`config.mk`:
```
export PLATFORM = sky130hd
export DESIGN_NAME = vga_sync_monitor
export DESIGN_NICKNAME = d
export VERILOG_FILES = /design/src/rtl/vga_sync_monitor.sv
export SDC_FILE = /design/constraint.sdc
export NUM_CORES = 1
export LEC_CHECK = 0
export BUFFER_PORTS_ARGS = -buffer_cell sky130_fd_sc_hd__buf_2
export CAP_MARGIN = 15
export CORE_ASPECT_RATIO = 1.5
export CORE_MARGIN = 3
export CORE_UTILIZATION = 60
export DETAILED_ROUTE_END_ITERATION = 7
export PLACE_DENSITY = 0.91
export REMOVE_ABC_BUFFERS = 1
export SLEW_MARGIN = 20
export SYNTH_ARGS = -nofsm -noshare
export SYNTH_HDL_FRONTEND = slang
export SYNTH_SLANG_ARGS = --single-unit
```
`constraint.sdc`:
```
create_clock -name clock -period 5.1 [get_ports clock]
set_input_delay 1.02 -clock clock [delete_from_list [all_inputs] [get_ports clock]]
set_output_delay 1.02 -clock clock [all_outputs]
set_load 0.1 [all_outputs]
```
`src/rtl/vga_sync_monitor.sv`:
```
// VGA timing self-test: measures hsync/vsync periods and pulse widths against
// expected constants and raises locked once enough consecutive frames are clean.
module vga_sync_monitor #(
    parameter int unsigned H_TOTAL     = 800,
    parameter int unsigned H_SYNC      = 96,
    parameter int unsigned V_TOTAL     = 525,
    parameter int unsigned V_SYNC      = 2,
    parameter int unsigned LOCK_FRAMES = 2
) (
    input  logic        clock,
    input  logic        reset,
    input  logic        hsync,
    input  logic        vsync,
    output logic        locked,
    output logic [11:0] h_period,
    output logic [10:0] v_period,
    output logic        h_err,
    output logic        v_err,
    output logic [15:0] frame_count,
    output logic [11:0] pixel_x,
    output logic [10:0] pixel_y
);

    localparam logic [12:0] HTotal     = 13'(H_TOTAL);
    localparam logic [11:0] HSync      = 12'(H_SYNC);
    localparam logic [11:0] VTotal     = 12'(V_TOTAL);
    localparam logic [10:0] VSync      = 11'(V_SYNC);
    localparam logic [3:0]  LockFrames = 4'(LOCK_FRAMES);
    localparam logic [11:0] HMax       = 12'hfff;
    localparam logic [10:0] VMax       = 11'h7ff;

    typedef enum logic [1:0] {StSearch, StCheck, StLocked} state_e;

    logic        hs_q, hs_dly_q, vs_q, vs_dly_q;
    logic        hfall, hrise, vfall, vrise;
    logic [11:0] hcnt_q, hcnt_d, hlow_q, hlow_d;
    logic [10:0] vcnt_q, vcnt_d, vlow_q, vlow_d;
    logic        h_seen_q, v_seen_q;
    logic [11:0] h_period_q;
    logic [10:0] v_period_q;
    logic [12:0] h_len;
    logic [11:0] v_len;
    logic        h_len_bad, h_wid_bad, v_len_bad, v_wid_bad, hsat, bad_now, frame_clean;
    logic        h_err_q, v_err_q, frame_bad_q, frame_bad_d;
    logic [3:0]  good_q, good_d, good_inc;
    logic [15:0] frame_count_q, frame_count_d;
    state_e      state_q, state_d;

    assign hfall = ~hs_q & hs_dly_q;
    assign hrise = hs_q & ~hs_dly_q;
    assign vfall = ~vs_q & vs_dly_q;
    assign vrise = vs_q & ~vs_dly_q;

    always_comb begin
        hcnt_d = hcnt_q;
        if (hfall) begin
            hcnt_d = '0;
        end else if (hcnt_q != HMax) begin
            hcnt_d = hcnt_q + 12'd1;
        end

        hlow_d = hlow_q;
        if (hrise) begin
            hlow_d = '0;
        end else if (!hs_q && hlow_q != HMax) begin
            hlow_d = hlow_q + 12'd1;
        end

        vcnt_d = vcnt_q;
        if (vfall) begin
            vcnt_d = '0;
        end else if (hfall && vcnt_q != VMax) begin
            vcnt_d = vcnt_q + 11'd1;
        end

        // The vfall cycle restarts the width count, including a coincident hfall.
        vlow_d = vlow_q;
        if (vfall) begin
            vlow_d = {10'd0, hfall};
        end else if (vrise) begin
            vlow_d = '0;
        end else if (!vs_q && hfall && vlow_q != VMax) begin
            vlow_d = vlow_q + 11'd1;
        end
    end

    // A line ending together with vfall still belongs to the closing frame.
    assign h_len     = {1'b0, hcnt_q} + 13'd1;
    assign v_len     = {1'b0, vcnt_q} + {11'd0, hfall};
    assign h_len_bad = hfall && h_seen_q && (h_len != HTotal);
    assign h_wid_bad = hrise && h_seen_q && (hlow_q != HSync);
    assign v_len_bad = vfall && v_seen_q && (v_len != VTotal);
    assign v_wid_bad = vrise && v_seen_q && (vlow_q != VSync);
    assign hsat      = (hcnt_d == HMax);
    assign bad_now   = h_len_bad | h_wid_bad | v_len_bad | v_wid_bad | hsat;
    assign good_inc  = good_q + 4'd1;

    always_comb begin
        state_d       = state_q;
        good_d        = good_q;
        frame_count_d = frame_count_q;
        frame_clean   = ~(frame_bad_q | bad_now);
        frame_bad_d   = frame_bad_q | bad_now;
        if (vfall) begin
            frame_bad_d = 1'b0;
        end

        unique case (state_q)
            StSearch: begin
                if (vfall) begin
                    state_d = StCheck;
                    good_d  = '0;
                end
            end
            StCheck: begin
                if (vfall) begin
                    if (frame_clean) begin
                        good_d = good_inc;
                        if (good_inc == LockFrames) begin
                            state_d = StLocked;
                        end
                    end else begin
                        good_d = '0;
                    end
                end
            end
            StLocked: begin
                // Lost hsync drops lock on the same edge the counter saturates.
                if (hsat) begin
                    state_d = StSearch;
                end else if (vfall) begin
                    if (frame_clean) begin
                        frame_count_d = frame_count_q + 16'd1;
                    end else begin
                        state_d = StCheck;
                        good_d  = '0;
                    end
                end
            end
            default: state_d = StSearch;
        endcase
    end

    always_ff @(posedge clock) begin
        if (reset) begin
            hs_q          <= 1'b1;
            hs_dly_q      <= 1'b1;
            vs_q          <= 1'b1;
            vs_dly_q      <= 1'b1;
            hcnt_q        <= '0;
            hlow_q        <= '0;
            vcnt_q        <= '0;
            vlow_q        <= '0;
            h_seen_q      <= 1'b0;
            v_seen_q      <= 1'b0;
            h_period_q    <= '0;
            v_period_q    <= '0;
            h_err_q       <= 1'b0;
            v_err_q       <= 1'b0;
            frame_bad_q   <= 1'b0;
            good_q        <= '0;
            frame_count_q <= '0;
            state_q       <= StSearch;
        end else begin
            hs_q          <= hsync;
            hs_dly_q      <= hs_q;
            vs_q          <= vsync;
            vs_dly_q      <= vs_q;
            hcnt_q        <= hcnt_d;
            hlow_q        <= hlow_d;
            vcnt_q        <= vcnt_d;
            vlow_q        <= vlow_d;
            if (hfall) begin
                h_seen_q <= 1'b1;
            end
            if (vfall) begin
                v_seen_q <= 1'b1;
            end
            if (hfall && h_seen_q) begin
                h_period_q <= h_len[11:0];
            end
            if (vfall && v_seen_q) begin
                v_period_q <= v_len[10:0];
            end
            if (h_len_bad || h_wid_bad) begin
                h_err_q <= 1'b1;
            end
            if (v_len_bad || v_wid_bad) begin
                v_err_q <= 1'b1;
            end
            frame_bad_q   <= frame_bad_d;
            good_q        <= good_d;
            frame_count_q <= frame_count_d;
            state_q       <= state_d;
        end
    end

    assign locked      = (state_q == StLocked);
    assign h_period    = h_period_q;
    assign v_period    = v_period_q;
    assign h_err       = h_err_q;
    assign v_err       = v_err_q;
    assign frame_count = frame_count_q;
    assign pixel_x     = hcnt_q;
    assign pixel_y     = vcnt_q;

endmodule

```
# --- Word level (Yosys, flattened, before mapping) ---
# Index checks and enable logic that the tools add are counted.
word_totals:
  in_bits: 4
  regBits: 100
  out_inout_bits: 65
  wordCells: 108
op_classes:
  n_mux: 20
  n_reduce_logical: 25
  eq_ne: 21
  n_addsub: 8
  bitwise: 15
op_table:
  columns: ["op", "n"]
  rows:
  - ["$add A12 B1 Y12 const B", 2]
  - ["$mux W12", 2]
  - ["$mux W4", 6]
  - ["$ne A12 B12 Y1 const B", 2]
  - ["$add A11 B1 Y11 const B", 2]
  - ["$ne A11 B11 Y1 const B", 2]
  - ["$add A16 B1 Y16 const B", 1]
  - ["$mux W2", 7]
  - ["$add A12 B1 Y13 const B", 1]
  - ["$ne A13 B10 Y1 const B", 1]
  - ["$add A11 B1 Y12", 1]
  - ["$eq A12 B12 Y1 const B", 1]
  - ["$logic_and A1 B1 Y1", 12]
  - ["$ne A12 B10 Y1 const B", 1]
  - ["$ne A12 B7 Y1 const B", 1]
  - ["$pmux W4 S3", 1]
  - ["$reduce_and A6 Y1", 2]
  - ["$ne A11 B2 Y1 const B", 1]
  - ["$ne A2 B2 Y1 const B", 5]
  - ["$ne A3 B1 Y1 const B", 2]
  - ["$not A1 Y1", 6]
  - ["$pmux W2 S3", 1]
  - ["$reduce_bool A3 Y1", 2]
  - ["$or A1 B1 Y1", 5]
  - ["other kinds (13)", 22]

# --- Logic depth before layout (Yosys ltp) ---
# Gate-level depths: netlist (run 1).
depth:
  depth_word: 13
  ltp_mapped: 12
  mapped_depth_nobuf: 11

# --- Worst setup path after synthesis (run 1) ---
# Ideal clock, no wire load.
synth_timing:
  path_type: "flip-flop to flip-flop"
  start: "reg hcnt_q[0] (netlist: pixel_x[0])"
  end: "reg frame_count_q[11] (netlist: frame_count[11])"
  required_ns: 4.979
  synth_period_minus_slack_ns: 3.734
  setup_ns: 0.121
  path_stages_with_launch: 11
  path_buffers: 2
  arrival_ns: 3.614
  slack_ns: 1.366
  cell_sequence: "dfxtp_1 -> ha_1 -> buf_4 -> nand3_4 -> or4_1 -> a22o_1 -> o31a_1 -> a211o_1 -> buf_2 -> nor4_1 -> mux2_2"
synth_between:
  elab_chain_len: 10
  elab_cells_between_ends: 16
  cone_classes: "2 x add/sub; 3 x eq/ne; 2 x mux; 7 x bitwise; 2 x reduce/logical"
synth_rtl:
  columns: ["item", "line_no", "source"]
  rows:
  - ["start: declaration", "36", "logic [11:0] hcnt_q, hcnt_d, hlow_q, hlow_d;"]
  - ["start signal: assignment", "169", "hcnt_q <= hcnt_d;"]
  - ["$add A12 B1 Y13", "88", "assign h_len = {1'b0, hcnt_q} + 13'd1;"]
  - ["$ne A13 B10 Y1", "90", "assign h_len_bad = hfall && h_seen_q && (h_len != HTotal);"]
  - ["$logic_and A1 B1 Y1", "90", null]
  - ["$or A1 B1 Y1 (4 in series)", "95", "assign bad_now = h_len_bad | h_wid_bad | v_len_bad | v_wid_bad | hsat;"]
  - ["$or A1 B1 Y1", "102", "frame_clean = ~(frame_bad_q | bad_now);"]
  - ["$not A1 Y1 (no source line)", null, null]
  - ["$reduce_and A4 Y1 (no source line) *", null, null]
  - ["end signal: assignment", "193", "frame_count_q <= frame_count_d;"]
  - ["end: declaration", "46", "logic [15:0] frame_count_q, frame_count_d;"]
# Mark *: on every way between the ends. The rest lies on a longest branch, timed or not.
# A chain may end at the register's enable or synchronous reset.

# --- Worst setup path in the final report (run 1) ---
layout_timing:
  start: "reg hs_q"
  end: "reg frame_count_q[3] (netlist: frame_count[3])"
layout_between:
  elab_chain_len: 11
  elab_cells_between_ends: 20
  cone_classes: "1 x add/sub; 2 x eq/ne; 1 x mux; 10 x bitwise; 6 x reduce/logical"
layout_rtl:
  columns: ["item", "line_no", "source"]
  rows:
  - ["start: declaration", "34", "logic hs_q, hs_dly_q, vs_q, vs_dly_q;"]
  - ["start signal: assignment", "165", "hs_q <= hsync;"]
  - ["$not A1 Y1 *", "49", "assign hfall = ~hs_q & hs_dly_q;"]
  - ["$and A1 B1 Y1 *", "49", null]
  - ["via hfall", "35", "logic hfall, hrise, vfall, vrise;"]
  - ["$add A11 B1 Y12 / $logic_and A1 B1 Y1 (equally long branches)", "89, 90", null]
  - ["$ne A12 B10 Y1 / $logic_and A1 B1 Y1 (equally long branches)", "92, 90", null]
  - ["$logic_and A1 B1 Y1 / $or A1 B1 Y1 (equally long branches)", "92, 95", null]
  - ["$or A1 B1 Y1 (3 in series)", "95", null]
  - ["$or A1 B1 Y1", "102", null]
  - ["$not A1 Y1 (no source line)", null, null]
  - ["$reduce_and A4 Y1 (no source line) *", null, null]
# The timed path passes the listed nets; every way through them passes the cells marked *.

==> results.tsv, run 1 <==
metric	value	unit
outcome	finished, final reports clean	
RSZ-0062 raised after global routing	false	
H-tree lvl count	3	
crit path DAT	4090	ps
HPWL Detailed	8120	um
Die H	117	um
DRC violations left	0	
hold_ws	472	ps
min Tclk post-route	3850	ps
CTS tree	built	
cts repair resizes	0	
Buffers on Ports	68	
max-cap viol count	0	
Leakage	0.00219	uW
Post-Syn Instances	587	
slowest CP cell	a211o_1	
number of flops mapped to enable cells by yosys	0	
Hold Path Sink	v_period[0]$_SDFFE_PP0P_	
DR WL/cell	15.3	um
cell taking the most area after synthesis	dfxtp_1	
Synthesis Warnings	0	
fin crit share	75.6	%
vias	4501	
total track usage	25.4	%
Final Max Tran Viols	0	
dominant synthesized flop cell	dfxtp_1	
#FFs+latches synth	100	
Mapped Avg Cell Area	8.43	um^2
Hold Vio Cnt, Final	0	
Worst slew margin	37.1	%
crit path cell chain	nand2b_1, inv_1, ha_1, ha_1, nand3_1, o31a_1, nor4_1, nand4_1, a211o_1, nor4b_1, mux2_2	
starting density of the core	61.8	%
register area share after synthesis	40.4	%
postcts setup bufs	0	
Setup crit end kind	register	
hold path startpoint	v_period[0]$_SDFFE_PP0P_	
Root Buffer	clkbuf_16	
Max Fclk	259	MHz
final WL	11400	um
Worst Hold Depth	2	
Post-Synthesis Cell Area	4950	um^2
ys async rst share	0	%
Initial DRT Pass Iterations	5	
Iteration-0 DRC Markers	286	
Final ANT Viol Nets	0	
initial antenna violation count	0	
share of cells above drive strength 1	16.6	%
Crit path top cell by count	ha_1	
Cell Count, Final, Fillers Out	744	
vias in the first global route	4228	
# setup viols final	0	
cell count along the critical path	11	
pre-CTS setup slack	1280	ps
worst hold path class	reg -> reg	
worst vdd rail ir drop	0.228	mV
P&R area growth vs syn	12.1	%
Clock Skews	6.22	ps
via/cell ratio	6.05	
Inst Count DP	729	
most numerous cell in the Yosys netlist	dfxtp_1	
pwr/cell area	286	nW/um^2
Placer Congestion	0.905	
worst setup margin	1250	ps
CTS Hold Bufs	0	
Clock Sinks	100	
dominant cells by area after synthesis	dfxtp_1 (40%), nor2_1 (7.0%), xor2_1 (4.4%)	
# IOs	69	
Core Box Area	8010	um^2
Slew @ Worst Pin	939	ps
Die ar.	9400	um^2
r2r setup slk	1250	ps
Worst R2R Path Depth	11	
post-synth top area share	40.4	%
max incr delay on CP	610	ps
Post-synth top cells	dfxtp_1 (100), nor2_1 (92), nand2_1 (51)	
largest net degree at the start of global routing	41	
# rows	40	
nets	652	
chip width	80.2	um
total power	1590	uW
CP Launch Type	register	
R2R Path Start	hs_q$_SDFF_PP1_	
family with the most delay on the worst path	simple AND/OR/NAND/NOR gates	
CTS Buf Count	9	
clk_lat worst skew	340	ps
first-pass GRT wire length	19200	um
CTS clk-pin slew, worst paths	70	ps
Max FO, Critical Path	20	
n_diodes	0	
Critical Path RT	5330	ps
synth unique cells	56	
Layout fillers	640	
grt ovf	0	
setup TNS	0	ps
CP Buf/Inv Count	1	
WS Path Type	reg -> reg	
CTS Buffer Depth	2	
R2R Path End	frame_count[3]$_SDFFE_PP0P_	
per-layer routing:
metal | global-route usage (%) | routed length [um]
met5 | 0 | 0
met4 | 12.4 | 275
met3 | 4.59 | 597
met2 | 45.5 | 5970
met1 | 28.9 | 4570
how the worst max path moves through the flow:
stage,startpoint,end,slack [ps]
after detailed placement,hs_q$_SDFF_PP1_,frame_count[3]$_SDFFE_PP0P_,1280
after floorplan,pixel_x[0]$_SDFF_PP0_,frame_count[3]$_SDFFE_PP0P_,1200
final,hs_q$_SDFF_PP1_,frame_count[3]$_SDFFE_PP0P_,1250
after CTS,hs_q$_SDFF_PP1_,frame_count[3]$_SDFFE_PP0P_,1250
after global routing,hs_q$_SDFF_PP1_,frame_count[3]$_SDFFE_PP0P_,900
after global placement,hs_q$_SDFF_PP1_,frame_count[3]$_SDFFE_PP0P_,1520
cells by family (layout without fill, tap and decap cells):
| family | count (synthesis) | after routing | share of synthesized area, % |
|---|---|---|---|
| buffers and inverters | 47 | 99 | 4.14 |
| and+or+nand+nor | 283 | 283 | 29.0 |
| DFF | 100 | 100 | 40.4 |
| muxes | 16 | 16 | 3.59 |
| adders and majority gates | 13 | 13 | 3.29 |
| AOI/OAI and AO/OA | 85 | 85 | 12.0 |
| xor gates and xnor gates | 43 | 43 | 7.61 |
cell usage in the layout (no fill, tap or decap), drive strengths merged, types with 14 or more instances in the layout:
cell,instances
dfxtp,100
a21oi,22
nor2,92
a211oi,21
nand2,51
nor4,20
xor2,25
nand4,18
nand3,19
buf,69
nor2b,16
inv,15
nor3,18
xnor2,18
mux2,14
layout make-up:
class | instances | area, um^2 | share of cell area [%]
sequential | 100 | 2000 | 36.1
timing repair buffer | 69 | 348 | 6.27
inverter | 15 | 56.3 | 1.01
clock buffer | 13 | 260 | 4.69
multi-input combinational | 440 | 2740 | 49.4
tap | 105 | 131 | 2.37
clock inverter | 2 | 10.0 | 0.180
worst min-delay path: stages (launching register included):
cell and delay [ps]:
dfxtp_1 310, nand2_1 50, a21oi_1 60
flip-flops by register name, summed over array words and instances (netlist names):
signal	count
hlow_q	12
state_q	2
vlow_q	11
hs_q	1
frame_bad_q	1
pixel_x	12
vs_dly_q	1
h_seen_q	1
v_err	1
v_seen_q	1
frame_count	16
hs_dly_q	1
good_q	4
h_err	1
v_period	11
vs_q	1
pixel_y	11
h_period	12
stage by stage:
stage	utilization (%)	cell area, um^2
after floorplan	-	4800
after global placement	66.0	5280
after detailed placement	66.0	5280
after CTS	69.3	5550
after global routing	69.3	5550
final	69.3	5550
power breakdown:
group          total (uW)  internal [uW]  switching, uW
clock                 631            354            278
combinational         147           30.3            117
sequential            808            795           12.9
total                1590           1180            407
Note: power is estimated with default switching activity, not from simulation.
==> run 2, diff against run 1 <==
- CORE_UTILIZATION: 60 -> 52
- PLACE_DENSITY: 0.91 -> 0.84
- clock period: 5.1 -> 3.2 ns (I/O delays scaled with it)
==> results.tsv, run 2 (same netlist as run 1, synthesis figures left out) <==
metric	value	unit
outcome	finished, final reports clean	
Hold Path Sink	v_period[0]$_SDFFE_PP0P_	
Final Max Tran Viols	0	
R2R Path End	frame_count[6]$_SDFFE_PP0P_	
Gate power share	10.2	%
Iteration-0 DRC Markers	203	
worst hold path class	reg -> reg	
Worst slew margin	29.8	%
clk_lat worst skew	350	ps
Initial DRT Pass Iterations	4	
Buffers on Ports	68	
Hold Vio Cnt, Final	0	
CTS Hold Bufs	0	
R2R Path Start	hs_q$_SDFF_PP1_	
share of cells above drive strength 1	23.5	%
Worst R2R Path Depth	12	
Placer Congestion	0.913	
CTS Buffer Depth	2	
min Tclk post-route	3110	ps
Sw Share	26.3	%
chip width	85.7	um
Root Buffer	clkbuf_16	
pwr/cell area	439	nW/um^2
CTS Buf Count	9	
met2 Use GR	39.8	%
Max FO, Critical Path	5	
CTS tree	built	
n_diodes	0	
final WL	12100	um
# setup viols final	0	
Leakage	0.00239	uW
clock share of power	40.9	%
dpl cell area	5450	um^2
Seq pwr share	48.8	%
r2r setup slk	90	ps
Pint	1940	uW
most frequent cells in the layout	dfxtp_1 (100), nor2_1 (92), buf_2 (68)	
Die ar.	10800	um^2
nets	676	
P&R area growth vs syn	20.8	%
Core Box Area	9250	um^2
most common cell after layout, fill and taps aside	dfxtp_1	
DR WL/cell	15.6	um
max incr delay on CP	420	ps
Slew @ Worst Pin	1050	ps
slowest CP cell	a211o_4	
largest net degree at the start of global routing	55	
H-tree lvl count	3	
DRC violations left	0	
vias in the first global route	4383	
Setup crit end kind	register	
Critical Path RT	3440	ps
Max Fclk	322	MHz
# IOs	69	
Final ANT Viol Nets	0	
Die H	126	um
Worst Hold Depth	2	
GR Util met1	24.0	%
CTS clk-pin slew, worst paths	70	ps
total power	2630	uW
vias	4544	
Clock Skews	8.18	ps
total track usage	22.2	%
max-cap viol count	0	
fin crit share	97.2	%
CP Launch Type	register	
WS Path Type	reg -> reg	
Clock Sinks	100	
HPWL Detailed	8300	um
cell area after layout	5980	um^2
hold path startpoint	v_period[0]$_SDFFE_PP0P_	
worst vdd rail ir drop	0.368	mV
grt ovf	0	
crit path DAT	3350	ps
# rows	43	
Crit path top cell by count	ha_2	
first-pass GRT wire length	19600	um
via/cell ratio	5.86	
most used routing layer in global routing	met2	
net switching power	691	uW
starting density of the core	53.5	%
GRT met3 Usage	4.28	%
crit path cell chain	nand2b_1, inv_1, ha_2, ha_2, xor2_2, nand3_1, nor4bb_4, nand4_1, buf_4, a211o_4, nor4_2, mux2_2	
max reg flops	16	
initial antenna violation count	0	
==> run 2: area by class of cell <==
type / instances / area, um^2
multi-input combinational: 442 / 2960
fill: 744 / 3270
clock inverter: 7 / 67.6
tap: 112 / 140
timing repair buffer: 91 / 529
clock buffer: 9 / 225
inverter: 15 / 56.3
sequential: 100 / 2000
==> run 2: power by group through the flow <==
stage | clock, uW | sequential, uW | combinational, uW
final | 1080 | 1280 | 269
after global routing | 1130 | 1290 | 290
after CTS | 1090 | 1280 | 255
after detailed placement | 0 | 1310 | 249
after global placement | 0 | 1310 | 244
after floorplan | 0 | 1410 | 84.5
==> run 2: layer usage <==
metal / share of wire, % / vias to the layer above / wire length (um)
met4: 2.5 / 0 / 305
li1: - / 2238 / -
met2: 53 / 132 / 6470
met5: 0 / - / 0
met3: 4.9 / 24 / 592
met1: 39 / 2150 / 4760
==> run 2: per-stage QoR <==
| step | cells | utilization (%) | TNS [ps] | setup WS (ps) | hold slack, ps |
|---|---|---|---|---|---|
| detailed placement | 755 | 58.8 | -2050 | -166 | 449 |
| global placement | 755 | 58.8 | -9.39 | -9.39 | 452 |
| floorplan | 555 | - | -12570 | -704 | 455 |
| CTS | 773 | 62.3 | -2.10 | -2.10 | 464 |
| finish | 776 | 64.7 | 0 | 90.8 | 465 |
| global route | 776 | 64.7 | -128 | -45.7 | 474 |
==> run 2: worst max path at each step <==
stage          cells past startpoint                            to             startpoint  slack (ps)
4_1_cts                           12   frame_count[8]$_SDFFE_PP0P_        hs_q$_SDFF_PP1_          -2
3_3_place_gp                      11   frame_count[3]$_SDFFE_PP0P_        hs_q$_SDFF_PP1_          -9
6_report                          12   frame_count[6]$_SDFFE_PP0P_        hs_q$_SDFF_PP1_          90
3_5_place_dp                      11  frame_count[12]$_SDFFE_PP0P_        hs_q$_SDFF_PP1_        -170
5_1_grt                           12   frame_count[6]$_SDFFE_PP0P_        hs_q$_SDFF_PP1_         -50
2_1_floorplan                      8   frame_count[3]$_SDFFE_PP0P_  pixel_x[0]$_SDFF_PP0_        -700
==> run 2: critical path, delay by kind of cell (launching register included) <==
family	cells	cell delay, ps
xor+xnor	1	170
simple gates	5	1050
flops	1	310
buf+inv	2	280
mux	1	380
fa+ha+maj	2	400
compound gates	1	420
==> run 2: what timing repair did <==
item	4_1_cts	5_1_grt
gates cloned	1	1
resized for setup	2	33
setup endpoints to repair	16	20
pin swaps	2	3
setup buffers	1	2
==> run 3, diff against run 2 <==
- CORE_ASPECT_RATIO: 1.5 -> 0.75
==> results.tsv, run 3 (same netlist as run 1, synthesis figures left out) <==
metric	value	unit
outcome	finished, final reports clean	
cell area after layout	5990	um^2
# setup viols final	0	
net switching power	697	uW
multi-input logic area	2960	um^2
Setup crit end kind	register	
Hold Path Sink	v_err$_SDFFE_PP0P_	
CTS Buffer Depth	2	
min Tclk post-route	3120	ps
Pint	1940	uW
initial antenna violation count	0	
Clock Skews	7.28	ps
routed wl met2	6120	um
grt ovf	0	
clock share of power	41.0	%
M1 wire length	5520	um
nets	675	
fin crit share	97.6	%
first-pass GRT wire length	20700	um
clk_lat worst skew	350	ps
CP Launch Type	register	
final WL	13000	um
n_diodes	0	
CTS clk-pin slew, worst paths	70	ps
vias	4717	
Iteration-0 DRC Markers	429	
Root Buffer	clkbuf_16	
Seq pwr share	48.7	%
DRC violations left	0	
Leakage	0.00238	uW
worst hold path class	reg -> reg	
CTS tree	built	
Final Max Tran Viols	0	
Hold Vio Cnt, Final	0	
DR WL/cell	16.4	um
# rows	30	
Worst slew margin	38.6	%
crit path DAT	3370	ps
r2r setup slk	80	ps
R2R Path End	frame_count[10]$_SDFFE_PP0P_	
starting density of the core	54.1	%
Slew @ Worst Pin	919	ps
max-cap viol count	0	
Die ar.	10700	um^2
total track usage	23.3	%
most common cell after layout, fill and taps aside	dfxtp_1	
max reg flops	16	
Clock Sinks	100	
Critical Path RT	3440	ps
largest net degree at the start of global routing	40	
share of cells above drive strength 1	23.2	%
hold path startpoint	v_err$_SDFFE_PP0P_	
# IOs	69	
Sw Share	26.4	%
Initial DRT Pass Iterations	7	
sequential cell area	2000	um^2
most frequent cells in the layout	dfxtp_1 (100), nor2_1 (91), buf_2 (68)	
Final ANT Viol Nets	0	
H-tree lvl count	3	
Buffers on Ports	68	
Die H	90.5	um
Max Fclk	320	MHz
pwr/cell area	440	nW/um^2
worst vdd rail ir drop	0.309	mV
CTS Hold Bufs	0	
highest routed layer	met4	
Worst R2R Path Depth	8	
via/cell ratio	5.96	
vias in the first global route	4314	
Layout fillers	726	
WS Path Type	reg -> reg	
total power	2640	uW
R2R Path Start	pixel_x[1]$_SDFF_PP0_	
HPWL Detailed	8760	um
Core Box Area	9160	um^2
wire length on met3	1050	um
Gate power share	10.3	%
P&R area growth vs syn	21.0	%
chip width	119	um
CTS Buf Count	9	
dpl cell area	5470	um^2
hold_ws	481	ps
Worst Hold Depth	2	
Placer Congestion	0.940	
Max FO, Critical Path	5	
[run 3: cell count changes in the layout (fill, tap and decap cells not counted), moves of 2 or more]
cell and delta:
clkinv_2 -2, clkinv_4 -2, clkinvlp_4 +2, ha_2 -3, ha_4 +2, nor4_4 -2
[run 3: worst max path at each step]
stage / start / end / slack [ps] / cells past startpoint
final: pixel_x[1]$_SDFF_PP0_ / frame_count[10]$_SDFFE_PP0P_ / 80 / 8
after global routing: hs_q$_SDFF_PP1_ / frame_count[10]$_SDFFE_PP0P_ / -80 / 12
after CTS: pixel_x[1]$_SDFF_PP0_ / good_q[1]$_SDFFE_PP0P_ / 20 / 9
after detailed placement: hs_q$_SDFF_PP1_ / frame_count[11]$_SDFFE_PP0P_ / -100 / 11
after global placement: hs_q$_SDFF_PP1_ / frame_count[3]$_SDFFE_PP0P_ / 60 / 11
after floorplan: pixel_x[0]$_SDFF_PP0_ / frame_count[3]$_SDFFE_PP0P_ / -700 / 8
[run 3: metrics by stage]
stage	setup TNS, ps	util, %	worst slack, ps	instances
final	0	65.4	78.2	791
after global routing	-243	65.4	-82.4	791
after detailed placement	-527	59.8	-102	772
after CTS	0	63.5	15.8	791
after floorplan	-12570	-	-704	555
after global placement	0	59.8	59.9	772
[run 3: layout make-up]
type	instances	share of cell area, %
tap	128	2.67
inverter	15	0.940
clock buffer	10	3.82
multi-input combinational	442	49.4
sequential	100	33.4
timing repair buffer	90	8.71
clock inverter	6	1.07
[run 3: power by group through the flow]
stage	Sequential [uW]	Combinational [uW]	Clock, uW
2_1_floorplan	1410	84.5	0
3_3_place_gp	1310	244	0
3_5_place_dp	1310	250	0
4_1_cts	1280	260	1100
5_1_grt	1280	290	1150
6_report	1280	272	1080
[run 3: layer usage]
| metal | global-route usage, % | vias up |
|---|---|---|
| met5 | 0 | - |
| met4 | 8.00 | 0 |
| met3 | 6.89 | 42 |
| met2 | 36.6 | 235 |
| met1 | 30.7 | 2211 |
| li1 | - | 2229 |
[run 3: critical path: stages (launching register included)]
cell and delay [ps]:
dfxtp_1 400, ha_1 250, nand3_4 80, or4_1 530
a22o_1 240, o31a_1 390, a211o_2 360, nor4_1 380
mux2_2 390
[run 3: timing repair]
action,4_1_cts,5_1_grt
pin swaps,2,3
cloned,2,0
gates resized for setup,4,30
setup buffers,1,0
setup endpoints to repair,14,23
